[config.mk]
export PLATFORM = sky130hd
export DESIGN_NAME = axis_stim_harness
export DESIGN_NICKNAME = d
export VERILOG_FILES = /design/src/rtl/axis_stim_harness.sv
export SDC_FILE = /design/constraint.sdc
export NUM_CORES = 1
export LEC_CHECK = 0
export CAP_MARGIN = 20
export CORE_MARGIN = 2
export CORE_UTILIZATION = 52
export DETAILED_ROUTE_END_ITERATION = 12
export PLACE_DENSITY = 0.89
export SYNTH_ARGS = -nofsm -noshare
export SYNTH_HDL_FRONTEND = slang
export SYNTH_SLANG_ARGS = --single-unit
[constraint.sdc]
create_clock -name clk -period 4.1 [get_ports clk]
set_input_delay 1.025 -clock clk [delete_from_list [all_inputs] [get_ports clk]]
set_output_delay 1.025 -clock clk [all_outputs]
set_load 0.1 [all_outputs]
[src/rtl/axis_stim_harness.sv]
// AXI-stream stimulus harness: two LFSR-driven source streams (p, u) and a
// result sink that counts frames, checks frame length and folds data into a MISR.

module axis_lfsr_src #(
  parameter int          N       = 16,
  parameter int          DW      = 64,
  parameter int          NFRAMES = 1,
  parameter logic [63:0] SEED    = 64'h1
) (
  input  logic          clk,
  input  logic          rst_n,
  input  logic          clear,
  input  logic          run,
  input  logic          rdy,
  output logic          vld,
  output logic [DW-1:0] data,
  output logic          last,
  output logic          fin_nxt
);
  localparam int          BW    = $clog2(N);
  localparam logic [15:0] NF16  = 16'(NFRAMES);
  localparam logic [63:0] SEED0 = (SEED == 64'h0) ? 64'h1 : SEED;
  localparam logic [63:0] TAPS  = 64'hD800_0000_0000_0000;

  logic [63:0]   lfsr;
  logic [BW-1:0] beat;
  logic [15:0]   frames, frames_nxt;
  logic          acc;

  // Right-shifting Galois form of x^64+x^63+x^61+x^60+1
  function automatic logic [63:0] lfsr_step(input logic [63:0] s);
    return s[0] ? ((s >> 1) ^ TAPS) : (s >> 1);
  endfunction

  assign vld        = run && (frames < NF16);
  assign acc        = vld && rdy;
  assign last       = (beat == BW'(N-1));
  assign data       = lfsr[DW-1:0];
  assign frames_nxt = frames + 16'(acc && last);
  assign fin_nxt    = (frames_nxt >= NF16);

  always_ff @(posedge clk or negedge rst_n) begin
    if (!rst_n) begin
      lfsr   <= SEED0;
      beat   <= '0;
      frames <= '0;
    end else if (clear) begin
      lfsr   <= SEED0;
      beat   <= '0;
      frames <= '0;
    end else if (acc) begin
      lfsr   <= lfsr_step(lfsr);
      beat   <= last ? '0 : beat + BW'(1);
      frames <= frames_nxt;
    end
  end
endmodule

module axis_stim_harness #(
  parameter int          N         = 16,
  parameter int          QW        = 64,
  parameter int          UW        = 1,
  parameter int          NFRAMES   = 1,
  parameter logic [63:0] PSEED     = 64'hACE1ACE1ACE1ACE1,
  parameter logic [63:0] USEED     = 64'hFEDCBA9876543210,
  parameter logic [QW-1:0] MISR_POLY = '1
) (
  input  logic          clk,
  input  logic          s_rst_n,
  input  logic          start,
  output logic          p_vld,
  input  logic          p_rdy,
  output logic [QW-1:0] p_data,
  output logic          p_last,
  output logic          u_vld,
  input  logic          u_rdy,
  output logic [UW-1:0] u_data,
  output logic          u_last,
  input  logic          z_vld,
  output logic          z_rdy,
  input  logic [QW-1:0] z_data,
  input  logic          z_last,
  output logic          busy,
  output logic          done,
  output logic          err_len,
  output logic [15:0]   z_frames,
  output logic [QW-1:0] signature
);
  localparam int          BW   = $clog2(N);
  localparam logic [15:0] NF16 = 16'(NFRAMES);

  typedef enum logic [1:0] {IDLE, RUN, DRAIN, DONE} state_t;
  state_t state, state_nxt;

  logic          start_ok, run, p_fin_nxt, u_fin_nxt, z_fin_nxt, z_acc, z_end;
  logic [BW-1:0] z_cnt;
  logic [15:0]   z_frames_nxt;

  assign start_ok = start && (state == IDLE || state == DONE);
  assign run      = (state == RUN);
  assign busy     = (state == RUN) || (state == DRAIN);
  assign done     = (state == DONE);
  assign z_rdy    = busy;

  axis_lfsr_src #(.N(N), .DW(QW), .NFRAMES(NFRAMES), .SEED(PSEED)) u_p_src (
    .clk(clk), .rst_n(s_rst_n), .clear(start_ok), .run(run), .rdy(p_rdy),
    .vld(p_vld), .data(p_data), .last(p_last), .fin_nxt(p_fin_nxt)
  );

  axis_lfsr_src #(.N(N), .DW(UW), .NFRAMES(NFRAMES), .SEED(USEED)) u_u_src (
    .clk(clk), .rst_n(s_rst_n), .clear(start_ok), .run(run), .rdy(u_rdy),
    .vld(u_vld), .data(u_data), .last(u_last), .fin_nxt(u_fin_nxt)
  );

  assign z_acc        = z_vld && z_rdy;
  assign z_end        = (z_cnt == BW'(N-1));
  assign z_frames_nxt = z_frames + 16'(z_acc && z_last);
  assign z_fin_nxt    = (z_frames_nxt >= NF16);

  always_ff @(posedge clk or negedge s_rst_n) begin
    if (!s_rst_n) state <= IDLE;
    else          state <= state_nxt;
  end

  // Look-ahead completion flags let RUN go straight to DONE when the last
  // source beat and the last result frame land in the same cycle.
  always_comb begin
    state_nxt = state;
    case (state)
      IDLE, DONE: if (start) state_nxt = RUN;
      RUN:        if (p_fin_nxt && u_fin_nxt) state_nxt = z_fin_nxt ? DONE : DRAIN;
      DRAIN:      if (z_fin_nxt) state_nxt = DONE;
      default:    state_nxt = IDLE;
    endcase
  end

  always_ff @(posedge clk or negedge s_rst_n) begin
    if (!s_rst_n) begin
      signature <= '0;
      err_len   <= 1'b0;
      z_cnt     <= '0;
      z_frames  <= '0;
    end else if (start_ok) begin
      signature <= '0;
      err_len   <= 1'b0;
      z_cnt     <= '0;
      z_frames  <= '0;
    end else if (z_acc) begin
      signature <= {signature[QW-2:0], 1'b0}
                 ^ (signature[QW-1] ? MISR_POLY : '0) ^ z_data;
      z_frames  <= z_frames_nxt;
      // Any z_last resyncs the counter so one bad frame does not skew the next
      if (z_last) begin
        z_cnt <= '0;
        if (!z_end) err_len <= 1'b1;
      end else if (z_end) begin
        z_cnt   <= '0;
        err_len <= 1'b1;
      end else begin
        z_cnt <= z_cnt + BW'(1);
      end
    end
  end
endmodule

==> flow_summary.ini <==
[run_status]
status = complete, no violations

[clocking]
numCtsBuffers = 27
ctsHoldBuffers = 0
post_cts_buffers = 0
clk_pin_slew_ps = 60
cts.sinks = 255
clk-insertion-delay-late_ps = 540
cts_tree = built
cts-resized-gates = 0
cts-root-buf = clkbuf_16
htree_levels = 1
cts.path.max_buffers = 3

[global_route]
overflow = 0
grt_start_max_net_pins = 95
antenna_found_initial = 0
grt_pass1_vias = 10102
grt_pass1_wl_um = 50400
track_usage = 0.251

[detailed_routing]
drt_iter0_drc = 998
ant_nets = 0
wl_per_cell_um = 17.2
num_vias = 10181
drc_errors = 0
routed_wl_um = 30800
drt_first_pass_iters = 5
viasPerCell = 5.69

[synthesis]
synth_edf_count = 0
synth_compound_area_frac = 0.108
synth.net_count = 1383
async_flop_share = 1.00
syn-cell-area_um2 = 12100
yosys.area_share.adder = 0.0124
ys_seq_area_frac = 0.534
synth_top_family_by_area = simple AND/OR/NAND/NOR gates
yosys.area.top_type = dfrtp_1
syn_inst = 1300
synthTopCellsByArea = dfrtp_1 (40%), dfstp_2 (14%), nand2_1 (11%)
ys_ff_latch = 255
synth_warnings = 0
synth.avg_cell_area_um2 = 9.30
synth_top_area_frac = 0.395
yosysUniqueCellTypes = 55
synth-xor-area-share = 0.101
synth_simple_gate_area_share = 0.211
synth_mux_area_frac = 0.000828
synth_ff_type = dfrtp_1

[final_layout]
final_common_cell = nand2_1
fillers = 1596
multi_input_comb_area_um2 = 5310
drive_gt1_frac = 0.110
diodes = 0
mostFrequentLayoutCells = nand2_1 (348), clkdlybuf4s50_1 (210), dfrtp_1 (190), o21ai_0 (93), a21oi_1 (80)
syn2layout_area_growth_pct = 28.2
seq_area_um2 = 6460
nNetsFinal = 1565

[floorplan]
rows = 55
initial_core_util = 0.532
fp.dieH_um = 156
core_area_um2 = 22700
pin_count = 224
die_w_um = 156
die-area_um2 = 24500

[hold_path]
min_from = u_u_src.lfsr[13]
hold_class = flop to flop

[critical_path]
r2r_start = u_p_src.frames[13]
crit_type = flop to flop
required_ps = 4520
crit_arrival_ps = 4220
start_kind = flop
end_kind = flop
reg2reg_slack_ps = 300
cp_max_fo = 10
startpoint = u_p_src.frames[13]

[timing]
drv_slew = 0
rsz0062_at_grt = no
setup_viol = 0
tns_ps = 0
max_slew_margin = 0.298
layout_min_cycle_time_ps = 3800
fin_crit_sh = 0.926
clock-skew-final_ps = 14.0
worstMarginPinSlew_ps = 1050
fmax_mhz = 263
finalHoldViolations = 0
timing.hold.ws_ps = 483

[job]
cap_violations = 0

[placement]
port_buffers = 223
place_congestion = 0.893
dp_hpwl_um = 19500
metrics by stage:
| stage | utilization | area [µm²] | setup WS [ps] | instances |
|---|---|---|---|---|
| 2_1_floorplan | - | 12200 | -33.1 | 1300 |
| 3_3_place_gp | 0.640 | 14500 | 178 | 1738 |
| 3_5_place_dp | 0.640 | 14500 | 84.5 | 1738 |
| 4_1_cts | 0.683 | 15500 | 318 | 1788 |
| 5_1_grt | 0.683 | 15500 | 33.2 | 1788 |
| 6_report | 0.683 | 15500 | 302 | 1788 |
critical path, cell delays in order (launching register included):
cell and delay [ps]:
dfrtp_1 430, or3_1 430, or4_4 440, nor3_4 230, and3_1 200, ha_1 210
ha_1 360, nand4b_1 160, o21ai_0 90, a311oi_1 260, nor3_1 110, a32oi_1 410
nand3_1 130, a32o_1 210
sequential cells by signal, indices dropped and copies added (netlist names):
name,flops
u_u_src.frames,16
u_u_src.beat,4
z_cnt,4
signature,64
u_p_src.beat,4
z_frames,16
u_p_src.data,64
err_len,1
state,2
u_p_src.frames,16
u_u_src.lfsr,64
layer usage:
layer  global-route usage  vias to the layer above  share of wire
met2                0.426                      409           0.50
met1                0.323                     4955           0.40
met4               0.0826                        0          0.028
met3               0.0518                       69          0.074
li1                     -                     4748              -
met5                    0                        -              0
cell usage after synthesis (all sizes together), types with 2 or more instances:
cell,number
nand3,74
a31oi,7
nand4b,2
clkbuf,65
nor3b,2
nand4,19
o31ai,5
nor2,35
nand2,351
a21o,2
and4,3
o211ai,6
a21oi,80
ha,12
nand2b,2
a22o,3
and2,18
nor3,17
xnor2,73
dfstp,64
a41oi,2
nor4b,2
o21ai,93
and3,23
a211oi,9
o41ai,3
a31o,2
or3,7
buf,22
xor2,66
inv,7
a211o,2
a2111oi,3
or4,6
a311oi,4
dfrtp,191
nor4,7
layout make-up:
class	instances	share of cell area
Clock buffer	39	0.0530
Clock inverter	11	0.00952
Inverter	7	0.00170
Multi-Input combinational cell	951	0.343
Sequential cell	255	0.417
Tap cell	285	0.0230
Timing Repair Buffer	240	0.153
kinds of logic after synthesis:
logic type,after synthesis
XOR/XNOR,139
buffers and inverters,94
flip-flops,255
adder cells (fa/ha/maj),12
AO/OA/AOI/OAI,226
multiplexers,1
AND/OR/NAND/NOR,573
path summary, 6_finish.rpt:
path | endpoint | cells past startpoint
max in group asynchronous | signature[63] | 2
setup / recovery | state[1] | 13
hold reg to reg | u_u_src.lfsr[13] | 2
min in group asynchronous | u_u_src.frames[4] | 1
hold / removal | u_u_src.lfsr[13] | 2
setup reg to reg | state[1] | 13
Power is not shown: default switching activity piles up to over one toggle a cycle in this logic, so the estimate is an artifact.
